## src/rtl/vx_weighted_arbiter.sv

```systemverilog
// Weighted round-robin packet arbiter: the winner keeps the grant for up to
// `weight` packets before the round-robin pointer moves past it.
module vx_weighted_arbiter #(
  parameter int NUM_REQS     = 4,
  parameter int WEIGHT_W     = 4,
  parameter int LOG_NUM_REQS = (NUM_REQS > 1) ? $clog2(NUM_REQS) : 1
) (
  input  logic                         clk,
  input  logic                         reset,
  input  logic [NUM_REQS-1:0]          requests,
  input  logic [NUM_REQS-1:0]          last,
  input  logic [NUM_REQS*WEIGHT_W-1:0] weights,
  output logic [LOG_NUM_REQS-1:0]      grant_index,
  output logic [NUM_REQS-1:0]          grant_onehot,
  output logic                         grant_valid,
  input  logic                         grant_ready
);

  // state  | meaning
  // IDLE   | combinational round-robin search from rr_ptr
  // LOCKED | owner holds the grant until its packet budget is spent
  typedef enum logic {IDLE, LOCKED} state_t;

  state_t                  state, state_n;
  logic [LOG_NUM_REQS-1:0] owner, owner_n;
  logic [LOG_NUM_REQS-1:0] rr_ptr, rr_ptr_n;
  logic [WEIGHT_W-1:0]     budget, budget_n;
  logic                    in_pkt, in_pkt_n;

  logic [LOG_NUM_REQS-1:0] rr_index;
  logic [LOG_NUM_REQS-1:0] rr_cand;
  logic                    rr_found;
  int                      rr_sum;

  logic                    xfer;
  logic                    xfer_last;
  logic [WEIGHT_W-1:0]     weight_sel;
  logic [WEIGHT_W-1:0]     weight_q;
  logic [LOG_NUM_REQS-1:0] next_ptr;

  always_comb begin
    rr_index = rr_ptr;
    rr_found = 1'b0;
    rr_sum   = 0;
    rr_cand  = '0;
    for (int i = 0; i < NUM_REQS; i++) begin
      rr_sum = int'(rr_ptr) + i;
      if (rr_sum >= NUM_REQS) rr_sum = rr_sum - NUM_REQS;
      rr_cand = LOG_NUM_REQS'(rr_sum);
      if (!rr_found && requests[rr_cand]) begin
        rr_found = 1'b1;
        rr_index = rr_cand;
      end
    end
  end

  always_comb begin
    if (state == LOCKED) begin
      grant_index = owner;
      grant_valid = requests[owner];
    end else begin
      grant_index = rr_index;
      grant_valid = rr_found;
    end
    grant_onehot = '0;
    if (grant_valid) grant_onehot[grant_index] = 1'b1;
  end

  assign xfer       = grant_valid & grant_ready;
  assign xfer_last  = last[grant_index];
  assign weight_sel = weights[int'(grant_index)*WEIGHT_W +: WEIGHT_W];
  assign weight_q   = (weight_sel == '0) ? WEIGHT_W'(1) : weight_sel;
  assign next_ptr   = (grant_index == LOG_NUM_REQS'(NUM_REQS - 1)) ?
                      '0 : grant_index + LOG_NUM_REQS'(1);

  always_comb begin
    state_n  = state;
    owner_n  = owner;
    rr_ptr_n = rr_ptr;
    budget_n = budget;
    in_pkt_n = in_pkt;
    case (state)
      IDLE: begin
        if (xfer) begin
          owner_n = grant_index;
          if (!xfer_last) begin
            budget_n = weight_q;
            in_pkt_n = 1'b1;
            state_n  = LOCKED;
          end else begin
            budget_n = weight_q - WEIGHT_W'(1);
            in_pkt_n = 1'b0;
            if (weight_q == WEIGHT_W'(1)) rr_ptr_n = next_ptr;
            else                          state_n  = LOCKED;
          end
        end
      end
      LOCKED: begin
        if (xfer) begin
          if (xfer_last) begin
            budget_n = budget - WEIGHT_W'(1);
            in_pkt_n = 1'b0;
            if (budget == WEIGHT_W'(1)) begin
              state_n  = IDLE;
              rr_ptr_n = next_ptr;
            end
          end else begin
            in_pkt_n = 1'b1;
          end
        end else if (grant_ready && !in_pkt && !requests[owner]) begin
          // Owner went quiet between packets: give up the rest of its turn.
          // Gated by grant_ready so a stalled downstream freezes all state.
          state_n  = IDLE;
          rr_ptr_n = next_ptr;
          budget_n = '0;
        end
      end
      default: state_n = IDLE;
    endcase
  end

  always_ff @(posedge clk) begin
    if (reset) begin
      state  <= IDLE;
      owner  <= '0;
      rr_ptr <= '0;
      budget <= '0;
      in_pkt <= 1'b0;
    end else begin
      state  <= state_n;
      owner  <= owner_n;
      rr_ptr <= rr_ptr_n;
      budget <= budget_n;
      in_pkt <= in_pkt_n;
    end
  end

endmodule

```

## config.mk

```make
export PLATFORM = sky130hd
export DESIGN_NAME = vx_weighted_arbiter
export DESIGN_NICKNAME = d
export VERILOG_FILES = /design/src/rtl/vx_weighted_arbiter.sv
export SDC_FILE = /design/constraint.sdc
export NUM_CORES = 1
export LEC_CHECK = 0
export CAP_MARGIN = 25
export CELL_PAD_IN_SITES_DETAIL_PLACEMENT = 0
export CELL_PAD_IN_SITES_GLOBAL_PLACEMENT = 1
export CORE_AREA = 2 2 58 60
export CTS_BUF_LIST = sky130_fd_sc_hd__clkbuf_8
export DETAILED_ROUTE_END_ITERATION = 8
export DIE_AREA = 0 0 60 62
export PLACE_DENSITY = 0.92
export SLEW_MARGIN = 10
export SYNTH_ARGS = -nofsm -noshare
export SYNTH_HDL_FRONTEND = slang
export SYNTH_SLANG_ARGS = --single-unit
```

## constraint.sdc

```tcl
create_clock -name clk -period 7.5 [get_ports clk]
set_input_delay 1.125 -clock clk [delete_from_list [all_inputs] [get_ports clk]]
set_output_delay 1.125 -clock clk [all_outputs]
set_load 0.02 [all_outputs]
```

==> results.py, run 1 <==
metrics = {
    "synthesis": {
        "synth.cell_area_um2": 1150,
        "synth_top_cells_by_area": "dfxtp_1 17%, mux2i_1 13%, ha_1 8.7%, nor2_1 5.6%, and2_1 2.7%",
        "yosysTopAreaCell": "dfxtp_1",
        "synth_nets": 166,
        "dominantRegCellSynth": "dfxtp_1",
        "synth.ff_latch_count": 10,
        "avgSynthCellArea_um2": 8.75,
        "yosys_warnings": 0,
        "async_flop_share_pct": 0,
        "seq_area_frac_synth_pct": 17.5,
        "synth_edf_count": 0,
        "synthDominantCellAreaShare_pct": 17.5,
        "syn_inst": 131,
        "synth_cell_types": 51,
    },
    "die": {
        "core_um2": 3180,
        "fp-row-count": 21,
        "ios": 34,
        "die_h_um": 62,
        "die_area_um2": 3720,
        "start_util_pct": 36.0,
        "die-width_um": 60,
    },
    "power_and_ir_drop": {
        "combPwrFrac_pct": 53.1,
        "power_uw": 264,
        "p_leak_nw": 0.613,
        "vdd_drop_max_mv": 0.0725,
        "switching_share_pct": 38.2,
        "p_sw_uw": 101,
        "power_density_nw_per_um2": 171,
        "p_seq_share_pct": 25.7,
        "p_int_uw": 163,
        "clkPwrFrac_pct": 21.2,
    },
    "setup_path": {
        "cpLargestDelayFamily": "buffers and inverters",
        "end_kind": "output port",
        "critPathKind": "in2out",
        "crit_path_start_kind": "input port",
        "critPathMostFrequentCell": "clkdlybuf4s50_1",
        "path_max_fanout": 13,
        "path_cells": "clkdlybuf4s50_1 > and2b_1 > o21ai_0 > a41o_1 > inv_1 > ha_1 > and2_1 > clkdlybuf4s50_1",
        "slowest_stage": "clkdlybuf4s50_1",
        "rrSetupSlack_ns": 4.14,
        "cp.required_ns": 6.38,
        "cp_num_buf_inv": 3,
        "cp.arrival_ns": 3.63,
        "slowest_delay_ns": 0.53,
    },
    "clock_tree": {
        "ctsLongestPathBuffers": 2,
        "path_clk_slew_ns": 0.05,
        "htree_levels": 1,
        "cts_tree": "built",
        "post_cts_buffers": 0,
        "cts_resized": 0,
        "cts_buffers": 3,
        "worstSkewPairLatency_ns": 0.23,
        "root_buffer": "clkbuf_8",
        "clock_sinks": 10,
        "cts_hold_buf": 0,
    },
    "global_routing": {
        "grt.overflow.total": 0,
        "grt_pass1_wl_um": 4600,
        "grtUsageTotal_pct": 16.2,
        "antenna_found_initial": 0,
        "grt_max_degree": 16,
        "grt_pass1_vias": 979,
    },
    "final_layout": {
        "multi_input_area_um2": 876,
        "final_common_cell": "clkdlybuf4s50_1",
        "n_antenna_cell": 0,
        "nFillCells": 309,
        "nets": 199,
        "drive_gt1_share_pct": 10.5,
        "ff_latch_area_um2": 200,
        "syn_to_final_growth_pct": 34.9,
        "layout_common_cells": "33 x clkdlybuf4s50_1, 17 x nor2_1, 15 x mux2i_1",
    },
    "routing": {
        "drtPass1Iterations": 4,
        "drtIter0Drc": 23,
        "dr_total_vias": 1052,
        "drc": 0,
        "viasPerCell": 5.06,
        "wl_per_cell_um": 13.4,
        "antenna_left": 0,
        "drt_wl_total_um": 2790,
    },
    "timing": {
        "maxSlewViolCount": 0,
        "max_freq_ghz": 0.210,
        "period_needed_ns": 4.76,
        "rsz0062_at_grt": "false",
        "maxSlewHeadroom_pct": 58.1,
        "fin_skew_ns": 0.00451,
        "finalSetupViolations": 0,
        "hold_violations": 0,
        "setup_tns_ns": 0,
        "worst_slew_pin_slew_ns": 0.626,
        "timing.final.crit_share_pct": 63.4,
    },
    "flow_run": {
        "max_cap_violations": 0,
    },
    "hold_path": {
        "hold_path_class": "reg2reg",
    },
    "placement": {
        "dpl.hpwl_um": 2290,
        "place_congestion": 0.807,
        "portBuffers": 33,
    },
    "outcome": {
        "status": "finished, final reports clean",
    },
}
[tightest hold or removal path, cell delays in order (launching register included)]
cell     delay (ns)
dfxtp_1        0.31
nand2_1        0.05
a21oi_1        0.05
[power by group through the flow]
stage                     combinational, mW  sequential, mW  clock [mW]
after floorplan                       0.102          0.0655           0
after global placement                0.137          0.0684           0
after detailed placement              0.141          0.0686           0
after CTS                             0.142          0.0676      0.0553
after global routing                  0.155          0.0692      0.0576
final                                 0.140          0.0678      0.0559
[through the flow]
step	hold WS, ns	cells	instance area [um^2]	utilization [%]	worst slack [ns]
floorplan	0.444	131	1150	-	3.72
global placement	0.458	205	1510	47.3	2.85
detailed placement	0.459	205	1510	47.3	2.74
CTS	0.466	208	1550	48.6	2.73
global route	0.500	208	1550	48.6	2.51
finish	0.461	208	1550	48.6	2.74
[cells in the mapped netlist (2+ instances only)]
cell type and number:
and2_1 5, inv_1 7, nor2_1 17, nand2_1 5
nand2b_1 3, a31oi_1 4, mux2i_1 15, mux2_2 2
ha_1 8, nor3_1 2, nor2b_1 2, o211ai_1 2
buf_2 2, xor2_1 2, o21ai_0 2, dfxtp_1 10
a21oi_1 5, and3_1 2, and2b_1 2, nor4_1 2
mux2_4 2
[cell families (layout without fill, tap and decap cells)]
family	count (synthesis)	after routing	share of synthesized area (%)
adders and majority gates	8	8	8.73
and+or+nand+nor	48	48	23.9
muxes	20	20	19.7
xor gates and xnor gates	2	2	1.53
buffers and inverters	14	45	6.11
AOI/OAI and AO/OA	29	29	22.6
DFF	10	10	17.5
[area by class of cell]
class	instances	share of cell area (%)
inverter	9	2.67
timing repair buffer	33	21.4
sequential	10	12.9
tap	46	3.72
clock buffer	3	2.67
multi-input combinational	107	56.6
[registers in the layout (all words and copies together), names as in the netlist]
signal,count
in_pkt,1
budget,4
rr_ptr,2
owner,2
state,1
[worst paths after layout]
kind / depth (start not counted) / startpoint / to
worst max-delay path: 8 / requests[2] / grant_onehot[0]
worst min-delay path: 2 / budget[1] / budget[1]
worst max register to register: 12 / rr_ptr[1] / rr_ptr[0]
worst min register to register: 2 / budget[1] / budget[1]
[metal layers]
metal	global-route usage (%)	routed length [um]	vias to the layer above
met5	0	0	-
met4	1.90	0	0
met3	1.24	36	0
met2	32.0	1590	12
met1	19.5	1160	498
li1	-	-	542
(Power assumes the default switching activity.)
==> inputs of run 2 (changes only) <==
Settings changed: CORE_AREA 2 2 58 60 to 2 2 63 65, DIE_AREA 0 0 60 62 to 0 0 65 67, PLACE_DENSITY 0.92 to 0.83.
Clock period 7.5 ns to 4 ns, I/O delays scaled along.
==> results.py, run 2 (synthesis gave the netlist of run 1 again) <==
metrics = {
    "timing": {
        "maxSlewHeadroom_pct": 54.7,
        "setup_slack_ns": 0.300,
        "timing.final.crit_share_pct": 92.5,
        "maxSlewViolCount": 0,
        "finalSetupViolations": 0,
        "period_needed_ns": 3.70,
        "worst_slew_pin_slew_ns": 0.676,
        "rsz0062_at_grt": "false",
        "max_freq_ghz": 0.270,
        "setup_tns_ns": 0,
        "fin_skew_ns": 0.00367,
        "hold_violations": 0,
    },
    "setup_path": {
        "cp.arrival_ns": 3.83,
        "cp_num_buf_inv": 3,
        "critPathKind": "in2reg",
        "cp.required_ns": 4.13,
        "path_cells": "clkdlybuf4s50_1 > nor3b_2 > a2111oi_4 > o31a_4 > inv_8 > mux2i_1 > mux2i_1 > o41a_1 > inv_1 > ha_1 > nand4b_4 > a211oi_2 > mux2_4",
        "slowest_stage": "o41a_1",
        "crit_path_start_kind": "input port",
        "critPathMostFrequentCell": "mux2i_1",
        "slowest_delay_ns": 0.49,
        "path_max_fanout": 12,
        "end_kind": "flop",
        "cpLargestDelayFamily": "compound AO/OA/AOI/OAI gates",
    },
    "power_and_ir_drop": {
        "p_leak_nw": 0.640,
        "p_int_uw": 332,
        "p_sw_uw": 193,
        "vdd_drop_max_mv": 0.202,
        "power_uw": 525,
        "switching_share_pct": 36.7,
        "clkPwrFrac_pct": 24.3,
        "combPwrFrac_pct": 51.3,
        "p_seq_share_pct": 24.4,
        "power_density_nw_per_um2": 329,
    },
    "clock_tree": {
        "path_clk_slew_ns": 0.05,
        "post_cts_buffers": 0,
        "clock_sinks": 10,
        "cts_hold_buf": 0,
        "worstSkewPairLatency_ns": 0.24,
        "cts_tree": "built",
        "cts_resized": 0,
        "htree_levels": 1,
        "root_buffer": "clkbuf_8",
        "cts_buffers": 3,
        "ctsLongestPathBuffers": 2,
    },
    "routing": {
        "drt_wl_total_um": 3040,
        "drtPass1Iterations": 4,
        "dr_total_vias": 1080,
        "drtIter0Drc": 43,
        "wl_per_cell_um": 14.1,
        "antenna_left": 0,
        "viasPerCell": 5.02,
        "drc": 0,
    },
    "die": {
        "die-width_um": 65,
        "fp-row-count": 22,
        "start_util_pct": 31.8,
        "ios": 34,
        "die_h_um": 67,
        "core_um2": 3610,
        "die_area_um2": 4360,
    },
    "final_layout": {
        "multi_input_area_um2": 876,
        "top_register": "budget",
        "reg_top3": "budget (4), owner (2), rr_ptr (2)",
        "largest_register_ffs": 4,
        "final_common_cell": "clkdlybuf4s50_1",
        "syn_to_final_growth_pct": 39.0,
        "nFillCells": 359,
        "n_antenna_cell": 0,
        "nets": 203,
        "ff_latch_area_um2": 200,
        "layout_common_cells": "33 x clkdlybuf4s50_1, 17 x nor2_1, 15 x mux2i_1",
        "drive_gt1_share_pct": 13.2,
    },
    "global_routing": {
        "grt_pass1_vias": 1104,
        "antenna_found_initial": 0,
        "grtUsageTotal_pct": 15.1,
        "grt_max_degree": 16,
        "grt.overflow.total": 0,
        "grt_pass1_wl_um": 5100,
    },
    "placement": {
        "place_congestion": 0.855,
        "post-place-ws_ns": 0.0600,
        "dpl.hpwl_um": 2480,
        "portBuffers": 33,
    },
    "outcome": {
        "status": "finished, final reports clean",
    },
    "flow_run": {
        "max_cap_violations": 0,
    },
    "hold_path": {
        "hold_path_class": "reg2reg",
    },
}
==> run 2: cell types whose count changed in the layout (fill, tap and decap cells not counted) <==
| cell | change |
|---|---|
| clkbuf_8 | +1 |
| buf_4 | +4 |
==> run 2: final cells by class <==
| class | instances | area share (%) |
|---|---|---|
| repair buffers | 37 | 22.6 |
| clock buffers | 4 | 3.46 |
| well taps | 48 | 3.77 |
| flip-flops and latches | 10 | 12.6 |
| inverters | 9 | 2.59 |
| multi-input cells | 107 | 55.0 |
==> run 2: through the flow <==
stage / cell area, um^2 / hold WS (ns) / utilization (%) / instances
after CTS: 1590 / 0.464 / 44.2 / 215
after detailed placement: 1540 / 0.458 / 42.6 / 211
after global placement: 1540 / 0.454 / 42.6 / 211
after global routing: 1590 / 0.513 / 44.2 / 215
after floorplan: 1150 / 0.444 / - / 131
final: 1590 / 0.464 / 44.2 / 215
==> run 2: power groups by stage <==
stage          registers [mW]  logic (mW)  clock network [mW]
2_1_floorplan           0.123       0.190                   0
4_1_cts                 0.128       0.272               0.133
3_5_place_dp            0.130       0.270                   0
6_report                0.128       0.269               0.128
3_3_place_gp            0.129       0.266                   0
5_1_grt                 0.130       0.294               0.138
==> run 2: layer usage <==
layer  share of wire (%)  global-route usage, %  up-vias
met5                   0                      0        -
met2                  53                   28.0       18
li1                    -                      -      549
met1                  44                   18.3      513
met3                 3.3                   3.04        0
met4                   0                   1.60        0
==> run 2: worst reg2reg max path: stages (launching register included) <==
cell and delay, ns:
dfxtp_1 0.43, nor3b_2 0.29, a2111oi_4 0.10, o31a_4 0.38
inv_8 0.11, mux2i_1 0.20, mux2i_1 0.14, o41a_1 0.49
inv_1 0.08, ha_1 0.19, nand4b_4 0.12, a211oi_2 0.35
mux2_4 0.32
==> run 2: final timing paths <==
kind               startpoint         to  slack [ns]  depth (start not counted)
setup / recovery  requests[1]  rr_ptr[0]        0.30                         13
hold / removal      budget[1]  budget[1]        0.46                          2
setup reg to reg    rr_ptr[1]  rr_ptr[0]        0.70                         12
hold reg to reg     budget[1]  budget[1]        0.46                          2
